**src/rtl/biu_pkg.sv**
```systemverilog
// Shared bus interface unit types for the biu_master/biu_slave pair.
// Holds the master FSM states and the captured request bundle.
package biu_pkg;

   localparam int BIU_ADDR_W = 32;
   localparam int BIU_DATA_W = 32;
   localparam int BIU_BE_W   = BIU_DATA_W / 8;

   typedef enum logic [1:0] {
      IDLE,
      ARB,
      XFER,
      RESP
   } biu_master_state_t;

   typedef struct packed {
      logic                  rnw;
      logic [BIU_ADDR_W-1:0] addr;
      logic [BIU_DATA_W-1:0] wdata;
      logic [BIU_BE_W-1:0]   byte_en;
   } biu_req_t;

endpackage

```
**src/rtl/biu_master.sv**
```systemverilog
// Bus initiator: captures one client request, arbitrates, runs a
// single transfer and reports completion, with timeout/alignment errors.
module biu_master
   import biu_pkg::*;
#(
   parameter int ADDR_WIDTH     = BIU_ADDR_W,
   parameter int DATA_WIDTH     = BIU_DATA_W,
   parameter int ALIGNED        = 1,
   parameter int TIMEOUT_CYCLES = 256
) (
   input  logic                    clk,
   input  logic                    rst,
   input  logic                    biu_en,
   input  logic                    biu_rnw,
   input  logic [ADDR_WIDTH-1:0]   biu_addr,
   input  logic [DATA_WIDTH-1:0]   biu_wdata,
   input  logic [DATA_WIDTH/8-1:0] biu_byte_en,
   output logic                    biu_busy,
   output logic                    biu_done,
   output logic                    biu_error,
   output logic [DATA_WIDTH-1:0]   biu_rdata,
   output logic                    bus_req,
   input  logic                    bus_gnt,
   output logic [ADDR_WIDTH-1:0]   bus_addr,
   output logic [DATA_WIDTH-1:0]   bus_wdata,
   output logic [DATA_WIDTH/8-1:0] bus_byte_en,
   output logic                    bus_read,
   output logic                    bus_write,
   input  logic [DATA_WIDTH-1:0]   bus_rdata,
   input  logic                    bus_ack
);

   localparam int BEW = DATA_WIDTH / 8;
   localparam int LSB = $clog2(BEW);
   localparam int CW  = (TIMEOUT_CYCLES > 0) ? $clog2(TIMEOUT_CYCLES + 1) : 1;
   localparam logic [ADDR_WIDTH-1:0] AMASK = ADDR_WIDTH'((1 << LSB) - 1);
   localparam logic [CW-1:0] TO_LIM = CW'(TIMEOUT_CYCLES);

   biu_master_state_t state_q, state_d;
   biu_req_t          req_q, req_d;
   logic [CW-1:0]     cnt_q, cnt_d;
   logic [DATA_WIDTH-1:0] rdata_q, rdata_d;
   logic busy_q, busy_d;
   logic done_q, done_d;
   logic err_q, err_d;
   logic req_o_q, req_o_d;
   logic rd_q, rd_d;
   logic wr_q, wr_d;
   logic misaligned;

   assign misaligned = (ALIGNED != 0) && ((biu_addr & AMASK) != '0);

   // Next-state, capture, timeout and output decode; outputs follow state_d
   always_comb begin
      state_d = state_q;
      req_d   = req_q;
      cnt_d   = cnt_q;
      rdata_d = rdata_q;
      err_d   = 1'b0;
      unique case (state_q)
         IDLE: begin
            if (biu_en) begin
               req_d.rnw     = biu_rnw;
               req_d.addr    = BIU_ADDR_W'(biu_addr);
               req_d.wdata   = BIU_DATA_W'(biu_wdata);
               req_d.byte_en = biu_rnw ? '1 : BIU_BE_W'(biu_byte_en);
               state_d       = misaligned ? RESP : ARB;
               err_d         = misaligned;
            end
         end
         ARB: begin
            if (bus_gnt) state_d = XFER;
         end
         XFER: begin
            if (bus_ack) begin
               if (req_q.rnw) rdata_d = bus_rdata;
               state_d = RESP;
               cnt_d   = '0;
            end else if (TIMEOUT_CYCLES > 0) begin
               cnt_d = cnt_q + CW'(1);
               if (cnt_d == TO_LIM) begin
                  state_d = RESP;
                  err_d   = 1'b1;
               end
            end
         end
         RESP: begin
            state_d = IDLE;
            cnt_d   = '0;
         end
         default: state_d = IDLE;
      endcase
      busy_d  = (state_d != IDLE);
      done_d  = (state_d == RESP);
      req_o_d = (state_d == ARB) || (state_d == XFER);
      rd_d    = (state_d == XFER) && req_d.rnw;
      wr_d    = (state_d == XFER) && !req_d.rnw;
   end

   // State, request capture, counter and registered outputs
   always_ff @(posedge clk or posedge rst) begin
      if (rst) begin
         state_q <= IDLE;
         req_q   <= '0;
         cnt_q   <= '0;
         rdata_q <= '0;
         busy_q  <= 1'b0;
         done_q  <= 1'b0;
         err_q   <= 1'b0;
         req_o_q <= 1'b0;
         rd_q    <= 1'b0;
         wr_q    <= 1'b0;
      end else begin
         state_q <= state_d;
         req_q   <= req_d;
         cnt_q   <= cnt_d;
         rdata_q <= rdata_d;
         busy_q  <= busy_d;
         done_q  <= done_d;
         err_q   <= err_d;
         req_o_q <= req_o_d;
         rd_q    <= rd_d;
         wr_q    <= wr_d;
      end
   end

   assign biu_busy    = busy_q;
   assign biu_done    = done_q;
   assign biu_error   = err_q;
   assign biu_rdata   = rdata_q;
   assign bus_req     = req_o_q;
   assign bus_read    = rd_q;
   assign bus_write   = wr_q;
   assign bus_addr    = ADDR_WIDTH'(req_q.addr);
   assign bus_wdata   = DATA_WIDTH'(req_q.wdata);
   assign bus_byte_en = BEW'(req_q.byte_en);

endmodule

```
**config.mk**
```make
export PLATFORM = sky130hd
export DESIGN_NAME = biu_master
export DESIGN_NICKNAME = d
export VERILOG_FILES = /design/src/rtl/biu_pkg.sv /design/src/rtl/biu_master.sv
export SDC_FILE = /design/constraint.sdc
export NUM_CORES = 1
export LEC_CHECK = 0
export ABC_AREA = 1
export BUFFER_PORTS_ARGS = -buffer_cell sky130_fd_sc_hd__buf_2
export CORE_MARGIN = 4
export CORE_UTILIZATION = 45
export DETAILED_ROUTE_END_ITERATION = 6
export GPL_TIMING_DRIVEN = 0
export PLACE_DENSITY_LB_ADDON = 0.05
export SYNTH_ARGS = -nofsm -noshare
export SYNTH_HDL_FRONTEND = slang
export SYNTH_SLANG_ARGS = --single-unit
```
**constraint.sdc**
```tcl
create_clock -name clk -period 9 [get_ports clk]
set_clock_uncertainty 0.2 [all_clocks]
set_input_delay 1.35 -clock clk [delete_from_list [all_inputs] [get_ports clk]]
set_output_delay 1.35 -clock clk [all_outputs]
set_load 0.02 [all_outputs]
```
# Word-level counts from Yosys, hierarchy flattened
# Index checks and enable logic that the tools add are counted.
[totals]
reg_bits = 118
input_bits = 106
output_inout_bits = 106
[op_classes]
eq_ne = 7
muxes = 15
n_addsub = 1
reduce_logical = 10
[op_table]
columns = ["op", "n"]
rows = [
  ["two-way mux 69 bit", 2],
  ["nonzero test 32 bit", 1],
  ["one-hot mux 9 bit (2 select lines)", 1],
  ["two-way mux 2 bit", 5],
  ["adder 9 x 1 -> 9 bit, second input constant", 1],
  ["equality test 9 bit, second input constant", 1],
  ["two-way mux 9 bit", 1],
  ["equality test 2 bit, second input constant", 4],
  ["one-hot mux 2 bit (4 select lines)", 1],
  ["equality test 2 x 1 -> 1 bit, second input constant", 2],
  ["two-way mux 4 bit", 1],
  ["nonzero test 2 bit", 2],
  ["two-way mux 1 bit", 3],
  ["AND reduction 3 bit", 1],
  ["logical AND 1 bit", 2],
  ["logical NOT 2 bit", 1],
  ["one-hot mux 1 bit (2 select lines)", 1],
  ["AND reduction 2 bit", 1],
  ["logical NOT 1 bit", 1],
  ["logical OR 1 bit", 1],
]

# Longest topological paths before layout
# Gate-level depths: netlist of run 1.
[logic_depth]
word_depth = 7
mapped_depth = 15
mapped_depth_nobuf = 15

# Worst setup path before layout of run 1
# Ideal clock, no wire load.
[synth_timing]
kind = "input to register"
start = "input port biu_en"
end = "register req_o_q, in the netlist bus_req"
n_path_buf = 1
arrival_ns = 2.203
required_time_ns = 8.674
path_slack_ns = 6.472
stages = 7
path_cell_list = "nand2_1 inv_2 buf_2 o21ai_1 nand2_1 inv_1 ha_1"
[synth_between]
elab_chain_cells = 4
[synth_rtl]
columns = ["item", "line", "source"]
rows = [
  ["start, declared", "biu_master.sv:13", "input logic biu_en,"],
  ["two-way mux 2 bit *", "biu_master.sv:62", "if (biu_en) begin"],
  ["one-hot mux 2 bit (4 select lines) *", "biu_master.sv:60", "unique case (state_q)"],
  ["net state_d[1]", "biu_master.sv:39", "biu_master_state_t state_q, state_d;"],
  ["equality test 2 x 1 -> 1 bit or equality test 2 bit (tied branches)", "biu_master.sv:95", "req_o_d = (state_d == ARB) || (state_d == XFER);"],
  ["logical OR 1 bit *", "biu_master.sv:95", ""],
  ["net req_o_d", "biu_master.sv:46", "logic req_o_q, req_o_d;"],
  ["end signal, assigned", "biu_master.sv:121", "req_o_q <= req_o_d;"],
  ["end, declared", "biu_master.sv:46", ""],
]
# Mark *: on every way through the listed nets, which the timed path passes. The rest lies on a longest branch.
# A chain may end at the register's enable or synchronous reset.

# Worst setup path after layout of run 1
[layout_timing]
start = "register req_q (netlist bit bus_addr[9])"
end = "output port bus_addr[9]"
[layout_rtl]
columns = ["item", "line", "source"]
rows = [
  ["start, declared", "biu_master.sv:40", "biu_req_t req_q, req_d;"],
  ["start signal, assigned", "biu_master.sv:115", "req_q <= req_d;"],
  ["end, declared", "biu_master.sv:24", "output logic [ADDR_WIDTH-1:0] bus_addr,"],
]
# No word-level cell between the ends.

==> impl_results.md, run 1 <==
* Critical-path maximum fanout at 2
* Pin count of the biggest net entering global routing at 77
* Die W at 116.4 um
* Post-synthesis instance area at 5291 um^2
* Arr. time, crit path at 1080 ps
* Most instantiated cells after synthesis: 222 x nand2_1, 118 x dfrtp_1, 68 x buf_4
* Critical path class: reg -> out
* Antenna diodes at 0
* Via density at 4.540
* Cell Pwr Density at 392.8 nW/um^2
* Vias in the first global route at 4,158
* Cts repair resizes at 0
* Die extent in y at 116.4 um
* # nets final at 871
* Clk root buf: clkbuf_16
* Final Power at 2.816 mW
* Max-cap violations at 0
* Final Max Slew Viols at 0
* Initial antenna violation count at 0
* FFs w/ async S/R, synth at 100.0%
* Average size of a mapped cell at 9.984 um^2
* Synthesis-stage register bit count at 118
* Register area share after synthesis at 55.81%
* Top FF cell, synth: dfrtp_1
* # IOs at 212
* Worst Tran Pin Value at 449.0 ps
* Initial Util at 46.14%
* Synth warnings at 0
* Slowest stage delay, CP at 390 ps
* Setup WS pre-CTS at 6002 ps
* Dpl hpwl at 9.406 mm
* Detailed-route wire length per cell at 13.83 um
* Cells along the critical path: buf_4 > buf_2
* Share of cells above drive strength 1 at 46.64%
* TritonCTS clock tree: done
* Finished Layout Cells at 917
* Final Util at 62.52%
* Tmin final at 2630 ps
* Hold Buf Count CTS at 0
* VDD IR max at 211.9 uV
* R2R depth at 15
* Syn Nets at 640
* Synth area leader: dfrtp_1
* Area delta synth->final at 35.49%
* Critical path depth at 2
* Cells after DPL at 885
* Count of final hold-check violations at 0
* Setup bufs post-CTS at 0
* Total GRT Usage at 19.36%
* Synth unique cells at 27
* Critical path's top delay family: flip-flops
* Area of the die at 13,560 um^2
* Core Box Area at 11,470 um^2
* Final period utilization at 29.22%
* CTS buffer count at 17
* Most frequent cell after synthesis: nand2_1
* Hold path cells at 2
* RSZ-0062 raised after global routing: false
* H-tree depth at 4
* Fmax at 380.2 MHz
* Worst skew pair latency at 410 ps
* Status: complete, no violations
* Post-route ant nets at 0
* Number of port buffers at 211
* Drt initial violations at 205
* Setup ws final at 6370 ps
* First-pass GRT wire length at 20.17 mm
* WP data required at 7450 ps
* Buf/Inv on CP at 2
* Final wirelength at 12.68 mm
* Ranking of synthesized cells by area: dfrtp_1 56%, nand2_1 16%, buf_4 9.6%
* DRC viols at 0
* CTS sink cnt at 118
* Worst-path clk slew at 50 ps
* Sum Neg Setup Slack at 0 ps
* Rows at 39
* Clock buffer depth at 2
* Leak pwr at 4.112 nW
* Setup Viol. Count Final at 0
* Grt ovf at 0
* Syn Inst Count at 530
* Placer Congestion at 0.8164
* Rel. slew slack at 70.06%
* Yosys top cell area share at 55.81%
* Worst setup EP type: output pin
* Slowest-stage cell, CP: dfrtp_1
* Post-synth EDFFs at 0
* Total iterations of the first detailed-routing run at 4
* Startpoint Class: flop
* Via Count at 4,163
* Worst hold path type: reg -> reg
[worst min-delay path, stage by stage (launching register included)]
cell	delay, ps
dfrtp_1	340
nand2_1	50
nand2_1	50
[area by class of cell]
type	instances	area, um^2
Buffer	86	616.8
Clock buffer	23	488.0
Clock inverter	9	122.6
Fill cell	1015	4298
Inverter	19	76.32
Multi-Input combinational cell	307	1650
Sequential cell	118	2953
Tap cell	143	178.9
Timing Repair Buffer	212	1084
[layer usage]
layer / up-vias / GRT usage [%] / wire length, um
li1: 2055 / - / -
met4: 0 / 8.585 / 306
met5: - / 0 / 0
met3: 20 / 7.461 / 1199
met1: 1937 / 24.68 / 5217
met2: 151 / 29.37 / 5956
[power by group]
group / total (mW) / switching (mW) / internal [mW]
registers: 0.900 / 0.130 / 0.770
clock network: 0.693 / 0.231 / 0.462
logic: 1.22 / 0.663 / 0.561
total: 2.82 / 1.02 / 1.79
[flip-flops by register name (all words and copies together) (netlist names)]
name         count
biu_done         1
req_q            1
bus_byte_en      4
state_q          2
bus_req          1
biu_busy         1
bus_addr        32
bus_write        1
bus_wdata       32
biu_error        1
cnt_q            9
bus_read         1
biu_rdata       32
[cell usage in the layout (no fill, tap or decap), drive strengths merged, types with 5 or more instances in the layout]
cell | Yosys | final
o21ai | 10 | 10
dfrtp | 118 | 118
nand3 | 12 | 12
clkbuf | 6 | 29
mux2 | 32 | 32
buf | 80 | 292
clkinv | 0 | 5
nor2 | 14 | 14
nand2 | 223 | 223
inv | 19 | 19
[stage by stage]
step | area, um^2 | hold WS [ps]
global placement | 6526 | 263.4
CTS | 7169 | 280.8
finish | 7169 | 275.4
floorplan | 5291 | 250.0
detailed placement | 6559 | 265.9
global route | 7169 | 302.5
[kinds of logic after synthesis]
kind of cell               share of synthesized area (%)
DFF                                                55.81
buffers and inverters                              13.01
muxes                                              8.938
AOI/OAI and AO/OA                                  2.530
and+or+nand+nor                                    18.78
adders and majority gates                         0.9459
[path summary, 6_finish.rpt]
check	end	start	slack (ps)
worst max-delay path	bus_addr[9]	bus_addr[9]	6370
worst min-delay path	bus_wdata[19]	bus_wdata[19]	280
worst max register to register	bus_read	cnt_q[0]	6830
worst min register to register	bus_wdata[19]	bus_wdata[19]	280
max in group asynchronous	bus_wdata[29]	rst	7130
min in group asynchronous	biu_rdata[26]	rst	740
Note: power is estimated with default switching activity, not from simulation.
==> run 2: changes to the inputs <==
==> constraint.sdc (replaced) <==
create_clock -name clk -period 2.75 [get_ports clk]
set_clock_uncertainty 0.2 [all_clocks]
set_input_delay 0.4125 -clock clk [delete_from_list [all_inputs] [get_ports clk]]
set_output_delay 0.4125 -clock clk [all_outputs]
set_load 0.02 [all_outputs]
==> run 2 against run 1 <==
The flow now finishes with violations (hold timing). Worst hold slack lost 280 ps. First-iteration DRC count decreased by 11%. Global-route usage fell by 0.11 points. Total power grew to 3.2 times the previous value. Die area did not move. Critical path depth rose by 7. Clock power grew to 2.8 times the previous value.
==> impl_results.md, run 2 (synthesized netlist as in run 1, its figures left out) <==
* Status: complete, but fails checks
* Failing checks: hold timing
* Most Crowded Layer GR: met2
* RSZ-0062 raised after global routing: false
* GRT met1 Usage at 23.95%
* Met2 usage at 31.08%
* Count of final hold-check violations at 12
* # IOs at 212
* Leak pwr at 4.240 nW
* Die extent in y at 116.4 um
* Fmax at 442.2 MHz
* Total GRT Usage at 19.25%
* Final period utilization at 82.24%
* Multi-input combinational cell area at 1650 um^2
* Slowest stage delay, CP at 370 ps
* Rows at 39
* Clk root buf: clkbuf_16
* # fillers at 966
* Worst-path clk slew at 50 ps
* Arr. time, crit path at 2350 ps
* Critical-path maximum fanout at 10
* Slowest-stage cell, CP: dfrtp_1
* First-pass GRT wire length at 20.14 mm
* CTS sink cnt at 118
* Register area at 2953 um^2
* Area of the die at 13,560 um^2
* Most common cell after layout, fill and taps aside: nand2_1
* Max-cap violations at 0
* R2R depth at 9
* VDD IR max at 763.0 uV
* DRC viols at 0
* H-tree depth at 4
* Die W at 116.4 um
* Startpoint Class: flop
* WHS at -5.090 ps
* Final wirelength at 12.91 mm
* WP data required at 2840 ps
* Cell Area, Placed at 6570 um^2
* Setup crit start: state_q[1]
* Vias in the first global route at 4,182
* Antenna diodes at 0
* Worst R2R Start: state_q[1]
* Cells along the critical path: buf_6 > nor2_1 > nand2_1 > inv_2 > buf_2 > o21ai_1 > nand2_1 > inv_1 > ha_1
* Number of port buffers at 211
* Placer Congestion at 0.7777
* Via Count at 4,270
* Clock buffer depth at 2
* Cell Pwr Density at 1198 nW/um^2
* Tmin final at 2261 ps
* Finished Layout Cells at 953
* CTS buffer count at 17
* Cells after DPL at 886
* Worst hold path type: in -> async
* Reg2reg end: bus_req
* # nets final at 910
* Detailed-route wire length per cell at 13.54 um
* Via density at 4.481
* Pin count of the biggest net entering global routing at 42
* Reg2reg setup slack at 490 ps
* Worst skew pair latency at 400 ps
* Worst setup EP type: flop
* Total iterations of the first detailed-routing run at 4
* M3 GR Usage at 6.736%
* Highest-count cells in the layout ignoring fill and taps: 222 x nand2_1, 218 x buf_2, 118 x dfrtp_1
* Rel. slew slack at 40.23%
* Area delta synth->final at 41.48%
* Setup crit end: bus_req
* Setup Viol. Count Final at 0
* Dpl hpwl at 9.547 mm
* Post-route ant nets at 0
* Final Max Slew Viols at 0
* TritonCTS clock tree: done
* Design area at 7486 um^2
* Grt ovf at 0
* Core Box Area at 11,470 um^2
* Worst Tran Pin Value at 894.6 ps
* Drt initial violations at 183
* Critical path class: reg -> reg
* Initial antenna violation count at 0
* Share of cells above drive strength 1 at 44.32%
* Initial Util at 46.14%
* Most used cell, CP: nand2_1
run 2: changes by cell type in the layout (fill, tap and decap cells not counted):
| cell | before | now |
|---|---|---|
| buf_16 | 1 | 0 |
| clkbuf_8 | 4 | 6 |
| clkinv_2 | 5 | 4 |
| buf_12 | 0 | 2 |
| bufinv_16 | 3 | 0 |
| dlygate4sd3_1 | 0 | 38 |
| inv_6 | 1 | 0 |
run 2: worst min-delay path by stage:
stage	from	endpoint	slack [ps]
floorplan	bus_addr[0]	bus_addr[0]	250
global placement	bus_wdata[8]	bus_wdata[8]	260
detailed placement	bus_addr[16]	bus_addr[16]	270
CTS	biu_wdata[12]	bus_wdata[12]	0.3
global route	biu_wdata[12]	bus_wdata[12]	2
finish	rst	bus_wdata[20]	-5
run 2: critical path, delay by kind of cell, from the launching register on:
family                     cells  cell delay [ps]
AOI/OAI and AO/OA              1              170
adders and majority gates      1              260
buffers and inverters          4              690
DFF                            1              370
and+or+nand+nor                3              460
run 2: power by group:
part | switching (mW) | internal, mW | leakage (nW)
logic | 2.18 | 1.87 | 2.51
clock network | 0.699 | 1.27 | 0.271
registers | 0.424 | 2.52 | 1.45
run 2: layout make-up:
class,count,area share [%]
sequential,118,39.45
multi-input combinational,307,22.05
clock inverter,4,0.2674
buffer,86,8.240
tap,143,2.390
inverter,19,1.003
clock buffer,25,6.886
timing repair buffer,251,19.72
run 2: metal layers:
| metal | vias to the layer above | part of all wire, % |
|---|---|---|
| li1 | 2127 | - |
| met3 | 16 | 9.2 |
| met2 | 173 | 47 |
| met4 | 0 | 1.7 |
| met1 | 1954 | 42 |
| met5 | - | 0 |
run 2: what timing repair did:
action / 4_1_cts / 5_1_grt
buffers inserted: 0 / 0
endpoints found under the hold margin: 38 / 0
hold buffers: 38 / 0
resized for setup: 0 / 0
run 2: through the flow:
step | worst slack, ps | util, % | hold slack (ps) | total power, mW | TNS, ps
after global placement | -92.05 | 56.94 | 262.3 | 6.942 | -10180
after CTS | 463.1 | 65.28 | 0.3434 | 9.080 | 0
after global routing | 312.2 | 65.28 | 1.923 | 9.558 | 0
after floorplan | 696.1 | - | 250.0 | 5.822 | 0
after detailed placement | 475.9 | 57.29 | 266.0 | 7.022 | 0
final | 488.5 | 65.28 | -5.090 | 8.968 | 0
